### src/rtl/arm_ctrl_pkg.sv
// Shared encodings for the multicycle ARMv4 control unit: FSM states, ALU
// operation codes, data-processing cmd values and condition codes.
package arm_ctrl_pkg;

  typedef enum logic [3:0] {
    FETCH,
    DECODE,
    MEMADR,
    MEMRD,
    MEMWB,
    MEMWR,
    EXECR,
    EXECI,
    ALUWB,
    BRANCH
  } state_t;

  localparam logic [3:0] ALU_ADD = 4'b0000;
  localparam logic [3:0] ALU_SUB = 4'b0001;
  localparam logic [3:0] ALU_AND = 4'b0010;
  localparam logic [3:0] ALU_ORR = 4'b0011;
  localparam logic [3:0] ALU_EOR = 4'b0100;
  localparam logic [3:0] ALU_MOV = 4'b0101;

  localparam logic [3:0] CMD_AND = 4'b0000;
  localparam logic [3:0] CMD_EOR = 4'b0001;
  localparam logic [3:0] CMD_SUB = 4'b0010;
  localparam logic [3:0] CMD_ADD = 4'b0100;
  localparam logic [3:0] CMD_CMP = 4'b1010;
  localparam logic [3:0] CMD_ORR = 4'b1100;
  localparam logic [3:0] CMD_MOV = 4'b1101;

  localparam logic [3:0] COND_EQ = 4'b0000;
  localparam logic [3:0] COND_NE = 4'b0001;
  localparam logic [3:0] COND_CS = 4'b0010;
  localparam logic [3:0] COND_CC = 4'b0011;
  localparam logic [3:0] COND_MI = 4'b0100;
  localparam logic [3:0] COND_PL = 4'b0101;
  localparam logic [3:0] COND_VS = 4'b0110;
  localparam logic [3:0] COND_VC = 4'b0111;
  localparam logic [3:0] COND_HI = 4'b1000;
  localparam logic [3:0] COND_LS = 4'b1001;
  localparam logic [3:0] COND_GE = 4'b1010;
  localparam logic [3:0] COND_LT = 4'b1011;
  localparam logic [3:0] COND_GT = 4'b1100;
  localparam logic [3:0] COND_LE = 4'b1101;
  localparam logic [3:0] COND_AL = 4'b1110;

  localparam logic [1:0] OP_DP  = 2'b00;
  localparam logic [1:0] OP_MEM = 2'b01;
  localparam logic [1:0] OP_BR  = 2'b10;

  localparam logic [1:0] SRCB_RD2  = 2'b00;
  localparam logic [1:0] SRCB_IMM  = 2'b01;
  localparam logic [1:0] SRCB_FOUR = 2'b10;

  localparam logic [1:0] RES_ALUOUT = 2'b00;
  localparam logic [1:0] RES_DATA   = 2'b01;
  localparam logic [1:0] RES_ALU    = 2'b10;

  typedef struct packed {
    logic       supported;
    logic       is_cmp;
    logic       sets_cv;
    logic [3:0] alu;
  } dp_op_t;

  // Data-processing cmd decode; unsupported cmds execute as a no-op.
  function automatic dp_op_t decode_cmd(input logic [3:0] cmd);
    dp_op_t d;
    d = '{supported: 1'b1, is_cmp: 1'b0, sets_cv: 1'b0, alu: ALU_ADD};
    case (cmd)
      CMD_AND: d.alu = ALU_AND;
      CMD_EOR: d.alu = ALU_EOR;
      CMD_SUB: begin d.alu = ALU_SUB; d.sets_cv = 1'b1; end
      CMD_ADD: begin d.alu = ALU_ADD; d.sets_cv = 1'b1; end
      CMD_CMP: begin d.alu = ALU_SUB; d.sets_cv = 1'b1; d.is_cmp = 1'b1; end
      CMD_ORR: d.alu = ALU_ORR;
      CMD_MOV: d.alu = ALU_MOV;
      default: d.supported = 1'b0;
    endcase
    return d;
  endfunction

endpackage

### src/rtl/cond_check.sv
// Evaluates an ARM condition field against the NZCV flags ({N,Z,C,V}).
module cond_check
  import arm_ctrl_pkg::*;
(
  input  logic [3:0] cond,
  input  logic [3:0] flags,
  output logic       cond_ex
);

  logic n, z, c, v;
  assign {n, z, c, v} = flags;

  always_comb begin
    case (cond)
      COND_EQ: cond_ex = z;
      COND_NE: cond_ex = ~z;
      COND_CS: cond_ex = c;
      COND_CC: cond_ex = ~c;
      COND_MI: cond_ex = n;
      COND_PL: cond_ex = ~n;
      COND_VS: cond_ex = v;
      COND_VC: cond_ex = ~v;
      COND_HI: cond_ex = c & ~z;
      COND_LS: cond_ex = ~c | z;
      COND_GE: cond_ex = (n == v);
      COND_LT: cond_ex = (n != v);
      COND_GT: cond_ex = ~z & (n == v);
      COND_LE: cond_ex = z | (n != v);
      COND_AL: cond_ex = 1'b1;
      default: cond_ex = 1'b0;  // 1111 never executes
    endcase
  end

endmodule

### src/rtl/multicycle_control_fsm.sv
// Step sequencer for the multicycle ARMv4 datapath: state, NZCV flags,
// condition check and all datapath selects / write enables.
module multicycle_control_fsm
  import arm_ctrl_pkg::*;
#(
  parameter logic [3:0] RESET_FLAGS = 4'b0000
) (
  input  logic        clk,
  input  logic        rst,
  input  logic [19:0] Instr,
  input  logic [3:0]  ALUFlags,
  input  logic        MemReady,
  output logic        PCWrite,
  output logic        AdrSrc,
  output logic        IRWrite,
  output logic        MemWrite,
  output logic        RegWrite,
  output logic        ALUSrcA,
  output logic [1:0]  ALUSrcB,
  output logic [1:0]  ResultSrc,
  output logic [1:0]  ImmSrc,
  output logic [1:0]  RegSrc,
  output logic [3:0]  ALUControl,
  output logic [3:0]  Flags
);

  logic [3:0] cond, cmd, rd;
  logic [1:0] op;
  logic       i_bit, s_bit, u_bit;
  assign cond  = Instr[19:16];
  assign op    = Instr[15:14];
  assign i_bit = Instr[13];
  assign cmd   = Instr[12:9];
  assign u_bit = Instr[11];
  assign s_bit = Instr[8];
  assign rd    = Instr[3:0];

  // Rn is consumed by the datapath only.
  logic unused_rn;
  assign unused_rn = ^Instr[7:4];

  state_t     state;
  logic [3:0] flags_q;
  logic       cond_ex;
  dp_op_t     dp;

  assign dp    = decode_cmd(cmd);
  assign Flags = flags_q;

  cond_check u_cond_check (
    .cond    (cond),
    .flags   (flags_q),
    .cond_ex (cond_ex)
  );

  // NOTE: reset is sampled only on the clock edge, so rst appears inside the
  // clocked block rather than in its sensitivity list; all state uses <=.
  always_ff @(posedge clk) begin
    if (rst) begin
      state   <= FETCH;
      flags_q <= RESET_FLAGS;
    end else begin
      case (state)
        FETCH:  if (MemReady) state <= DECODE;
        DECODE: begin
          if (!cond_ex) state <= FETCH;
          else begin
            case (op)
              OP_MEM:  state <= MEMADR;
              OP_DP:   state <= i_bit ? EXECI : EXECR;
              OP_BR:   state <= BRANCH;
              default: state <= FETCH;
            endcase
          end
        end
        MEMADR: state <= s_bit ? MEMRD : MEMWR;
        MEMRD:  if (MemReady) state <= MEMWB;
        MEMWB:  state <= FETCH;
        MEMWR:  if (MemReady) state <= FETCH;
        EXECR, EXECI: begin
          state <= ALUWB;
          // C and V are only meaningful for the arithmetic ops.
          if (dp.supported && (s_bit || dp.is_cmp)) begin
            flags_q[3:2] <= ALUFlags[3:2];
            if (dp.sets_cv) flags_q[1:0] <= ALUFlags[1:0];
          end
        end
        ALUWB:   state <= FETCH;
        BRANCH:  state <= FETCH;
        default: state <= FETCH;
      endcase
    end
  end

  // NOTE: every output gets a default first so no path through the case
  // leaves one unassigned and infers a latch.
  always_comb begin
    PCWrite    = 1'b0;
    AdrSrc     = 1'b0;
    IRWrite    = 1'b0;
    MemWrite   = 1'b0;
    RegWrite   = 1'b0;
    ALUSrcA    = 1'b0;
    ALUSrcB    = SRCB_RD2;
    ResultSrc  = RES_ALUOUT;
    ALUControl = ALU_ADD;
    case (state)
      FETCH: begin
        ALUSrcA   = 1'b1;
        ALUSrcB   = SRCB_FOUR;
        ResultSrc = RES_ALU;
        IRWrite   = MemReady;
        PCWrite   = MemReady;
      end
      DECODE: begin
        ALUSrcA   = 1'b1;
        ALUSrcB   = SRCB_FOUR;
        ResultSrc = RES_ALU;
      end
      MEMADR: begin
        ALUSrcB    = SRCB_IMM;
        ALUControl = u_bit ? ALU_ADD : ALU_SUB;
      end
      MEMRD: AdrSrc = 1'b1;
      MEMWB: begin
        ResultSrc = RES_DATA;
        RegWrite  = 1'b1;
      end
      MEMWR: begin
        AdrSrc   = 1'b1;
        MemWrite = 1'b1;
      end
      EXECR:  ALUControl = dp.alu;
      EXECI: begin
        ALUSrcB    = SRCB_IMM;
        ALUControl = dp.alu;
      end
      ALUWB: begin
        // A write to R15 is a jump: it goes to the PC, not the register file.
        if (dp.supported && !dp.is_cmp) begin
          if (rd == 4'd15) PCWrite  = 1'b1;
          else             RegWrite = 1'b1;
        end
      end
      BRANCH: begin
        ALUSrcB   = SRCB_IMM;
        ResultSrc = RES_ALU;
        PCWrite   = 1'b1;
      end
      default: ;
    endcase
    if (rst) begin
      PCWrite  = 1'b0;
      IRWrite  = 1'b0;
      MemWrite = 1'b0;
      RegWrite = 1'b0;
    end
  end

  always_comb begin
    case (op)
      OP_DP:   ImmSrc = 2'b00;
      OP_MEM:  ImmSrc = 2'b01;
      default: ImmSrc = 2'b10;
    endcase
  end

  assign RegSrc = {op == OP_MEM, op == OP_BR};

endmodule
### config.mk
export PLATFORM = sky130hd
export DESIGN_NAME = multicycle_control_fsm
export DESIGN_NICKNAME = d
export VERILOG_FILES = /design/src/rtl/arm_ctrl_pkg.sv /design/src/rtl/cond_check.sv /design/src/rtl/multicycle_control_fsm.sv
export SDC_FILE = /design/constraint.sdc
export NUM_CORES = 1
export LEC_CHECK = 0
export CORE_MARGIN = 4
export CORE_UTILIZATION = 41
export CTS_CLUSTER_SIZE = 30
export DETAILED_ROUTE_END_ITERATION = 7
export GPL_ROUTABILITY_DRIVEN = 0
export PLACE_DENSITY = 0.84
export SLEW_MARGIN = 5
export SYNTH_ARGS = -nofsm -noshare
export SYNTH_HDL_FRONTEND = slang
export SYNTH_SLANG_ARGS = --single-unit
### constraint.sdc
create_clock -name clk -period 3.2 [get_ports clk]
set_clock_uncertainty 0.05 [all_clocks]
set_input_delay 0.96 -clock clk [delete_from_list [all_inputs] [get_ports clk]]
set_output_delay 0.96 -clock clk [all_outputs]
set_load 0.01 [all_outputs]
# After elaboration in Yosys (flattened, before gate mapping)
# Cells that the tools add are included.
# word_totals
wordCells	99
regBits	8
inputBits	27
output_inout_bits	22
# classes
n_eq_ne	37
n_reduce_logical	19
mux	32
n_bitwise	8
# ops
op	count
equality test 4 bit (second input constant)	13
equality test 4 x 3 -> 1 bit (second input constant)	9
case mux 4 bit (6 select lines)	1
equality test 4 x 2 -> 1 bit (second input constant)	5
two-way mux 1 bit	17
two-way mux 4 bit	4
case mux 1 bit (15 select lines)	1
case mux 3 bit (5 select lines)	1
equality test 4 x 1 -> 1 bit (second input constant)	3
zero test 4 bit	3
case mux 2 bit (2 select lines)	3
case mux 4 bit (3 select lines)	1
OR reduction 3 bit	3
case mux 4 bit (2 select lines)	1
OR reduction 2 bit	4
OR reduction 7 bit	1
!= test 2 bit (second input constant)	3
AND reduction 3 bit	2
inverter 1 bit	4
two-way mux 3 bit	1
case mux 1 bit (3 select lines)	1
bitwise AND 1 bit	2
equality test 2 x 1 -> 1 bit (second input constant)	1
equality test 2 bit (second input constant)	1
other kinds (9)	11

# Logic depth before layout (Yosys ltp)
# logic_depth
word_depth	7
mapped_depth	6
mapped_depth_nobuf	5

# Hierarchy
# From an unflattened synthesis, not the netlist that was laid out.
# unflattened
cells_unflattened	133
hier_area_um2	1029.7
# by_module_without_submodules
module	instances	seq_area_each_um2	area_per_inst_um2	cells_per_inst
multicycle_control_fsm	1	160.2	835.8	105
cond_check	1	0.0	193.9	28

# Least setup slack after synthesis
# No wires, ideal clock.
# synth_path
path_kind	input port to output port
startpoint	in Instr[11]
endpoint	out ALUControl[1]
arrival_time_ns	1.825
path_buffers	0
required_ns	2.190
setup_slack_ns	0.365
stages	3
cell_sequence	nor2b_1 or2_2 nor4_1
# synth_via
elab_chain_cells	4
elab_cells_between_ends	9
classes_between	eq/ne (5); mux (2); reduce/logical (2)
# synth_rtl
item	line	source
start: declaration	multicycle_control_fsm.sv:10	input logic [19:0] Instr,
equality test 4 bit / equality test 4 x 2 -> 1 bit (equally long branches)	arm_ctrl_pkg.sv:72	case (cmd)
OR reduction 2 bit (no source line)	--	
case mux 3 bit (5 select lines) (*)	arm_ctrl_pkg.sv:72	
case mux 4 bit (2 select lines) (*)	multicycle_control_fsm.sv:107	case (state)
end: declaration	multicycle_control_fsm.sv:23	output logic [3:0] ALUControl,
# Mark *: on every way between the ends. The rest lies on a longest branch, timed or not.

# Worst setup path after layout
# layout_path
startpoint	in Instr[9]
endpoint	out ALUControl[0]
# Same word-level chain as after synthesis.

==> run_results.csv <==
group,metric,value,unit
outcome,status,"finished clean",
detailed_routing,drtIter0Drc,19,
detailed_routing,route.detailed.drc,0,
layout,fillers,165,
clock_network,worstSkewPairLatency,250,ps
floorplanning,die-height,54.6,µm
detailed_routing,avgRoutedWirePerCell,14.5,µm
clock_network,cts_max_level,1,
layout,syn2layout_area_growth,64.9,%
sta,hold_viol,0,
clock_network,clkTransAtPathRegs,50,ps
placement,port_buffers,43,
setup_path,crit_fanout,7,
layout,antenna_cells,0,
job,cap_violations,0,
clock_network,clockBufferDepth,2,
setup_path,cp_top_family,"buffers and inverters",
setup_path,cp-end-kind,"primary output",
sta,finalMaxSlewViolations,0,
floorplanning,rows,16,
detailed_routing,drtAntennaViolNets,0,
yosys,synth_area,892,µm²
clock_network,cts.root.buffer_cell,"clkbuf_4",
clock_network,cts_tree,"done",
layout,nNetsFinal,207,
setup_path,crit_type,"primary input to primary output",
pwr,leakage,0.601,nW
layout,final_common_cell,"clkdlybuf4s50_1",
detailed_routing,firstDrtPassIters,4,
placement,hpwl,2.34,mm
detailed_routing,wirelength,2.98,mm
grt,grt_pass1_wl,4.62,mm
setup_path,startpoint_type,"primary input",
yosys,async_reset_ff_share,0,%
floorplanning,pin_count,49,
setup_path,cpPeakStageDelay,450,ps
grt,grt_antenna_before_repair,0,
grt,grt_max_degree,12,
clock_network,cts_buffers,3,
sta,setup_viol,0,
worst_hold_path,hold_path.class,"register to register",
setup_path,critical_path_buf_inv_count,3,
clock_network,cts_sinks,8,
pwr,max-vdd-ir-drop,180,µV
layout,drive_above_1_share,20.2,%
layout,mostFrequentLayoutCells,"clkdlybuf4s50_1, buf_4, nor2_1",
yosys,syn-num-nets,152,
sta,holdWs,520,ps
yosys,synth_ff_type,"dfxtp_1",
yosys,ys_seq_elements,8,
setup_path,critPathSlowestCell,"clkdlybuf4s50_1",
clock_network,ctsHoldBuffers,0,
sta,max_freq,317,MHz
grt,overflow,0,
yosys,synth_cell_types,42,
floorplanning,core,2020,µm²
yosys,synth_edf_count,0,
floorplanning,chipWidth,54.6,µm
setup_path,crit_chain,"clkdlybuf4s50_1 > buf_6 > nor2_1 > a21oi_1 > o32ai_1 > clkdlybuf4s15_1",
sta,post-route-min-period,3150,ps
sta,post-route-period-util,98.5,%
layout,finalInstanceArea,1470,µm²
setup_path,cp.required,2190,ps
yosys,avgSynthCellArea,7.14,µm²
placement,dpl-instance-area,1430,µm²
grt,first_global_vias,1083,
pwr,power.density,208,nW/µm²
layout,final_util,72.8,%
sta,setup-tns-final,0,ps
sta,rsz0062_at_grt,"no",
setup_path,cp.arrival,2140,ps
floorplanning,die_area,2990,µm²
floorplanning,initial_utilization,44.1,%
detailed_routing,vias,1171,
detailed_routing,vias_per_cell,5.71,
yosys,syn_inst,125,
grt,globalRouteTotalUtil,20.7,%
yosys,yosysSeqAreaShare,18.0,%
yosys,yosysWarnings,0,
-- Yosys cell counts (2+ instances only) --
cell	count	share of area, %
dfxtp_1	8	18
nor2b_1	7	4.9
clkbuf_1	6	2.5
nor2_1	10	4.2
xor2_1	2	2.0
nor3b_1	4	3.4
buf_4	3	2.5
buf_2	2	1.1
inv_1	5	2.1
o21ai_0	10	5.6
o22ai_1	2	1.4
nor3_1	5	2.8
o32a_1	2	2.2
nand2b_1	6	4.2
nand2_1	8	3.4
nor4_1	4	2.8
o32ai_1	2	2.0
mux2i_1	3	3.4
nand3_1	3	1.7
nand4_1	3	2.1
xnor2_1	4	3.9
a21oi_1	6	3.4
-- flip-flops by register name (all words and copies together) (netlist names) --
name	flops
Flags	4
state	4
-- cell type report --
type,instances,area [µm²],area share (%)
Tap cell,27,33.8,2.30
Sequential cell,8,160,10.9
Clock buffer,3,22.5,1.53
Inverter,5,18.8,1.28
Timing Repair Buffer,61,547,37.2
Multi-Input combinational cell,101,689,46.9
-- worst register-to-register path: cells and delay by family (launching register included) --
family / cells / cell delay (ps)
compound gates: 1 / 80
flops: 1 / 570
buf+inv: 1 / 150
simple gates: 2 / 840
-- through the flow --
step                      power, W  setup slack, ps  instances
after CTS                 0.000305             1.98        204
after global placement    0.000228             -611        201
final                     0.000307             48.1        205
after floorplan           0.000162              365        125
after global routing      0.000325             6.28        205
after detailed placement  0.000231             -655        201
-- timing repair --
item | 4_1_cts | 5_1_grt
cloned | 0 | 0
setup buffers | 0 | 1
pin swaps | 3 | 5
setup endpoints to repair | 8 | 7
gates resized for setup | 26 | 11
-- metal layers --
layer	GRT usage (%)	part of all wire, %	vias up
li1	-	-	567
met4	7.05	1.7	0
met2	38.0	48	56
met5	0	0	-
met3	2.72	8.7	9
met1	24.1	41	539
-- final timing paths --
path                  from            end  slack, ps  cells past startpoint
setup / recovery  Instr[9]  ALUControl[0]         50                      6
hold reg to reg   Flags[1]       Flags[1]        520                      2
setup reg to reg  state[1]       state[1]       1400                      4
hold / removal    Flags[1]       Flags[1]        520                      2
-- kinds of logic (layout without fill, tap and decap cells) --
family,count (synthesis),in the layout,synth area share (%)
simple gates,59,59,38.2
compound gates,32,32,25.9
buf+inv,16,69,8.27
flops,8,8,18.0
xor+xnor,6,6,5.89
mux,3,3,3.37
other cells,1,1,0.420
-- report_power, final --
group	total, W	leakage (nW)	switching [W]	internal, W
clock network	0.0000765	0.0138	0.0000336	0.0000429
logic	0.000125	0.522	0.0000554	0.0000696
registers	0.000105	0.0647	0.00000360	0.000101
(Power assumes the default switching activity.)
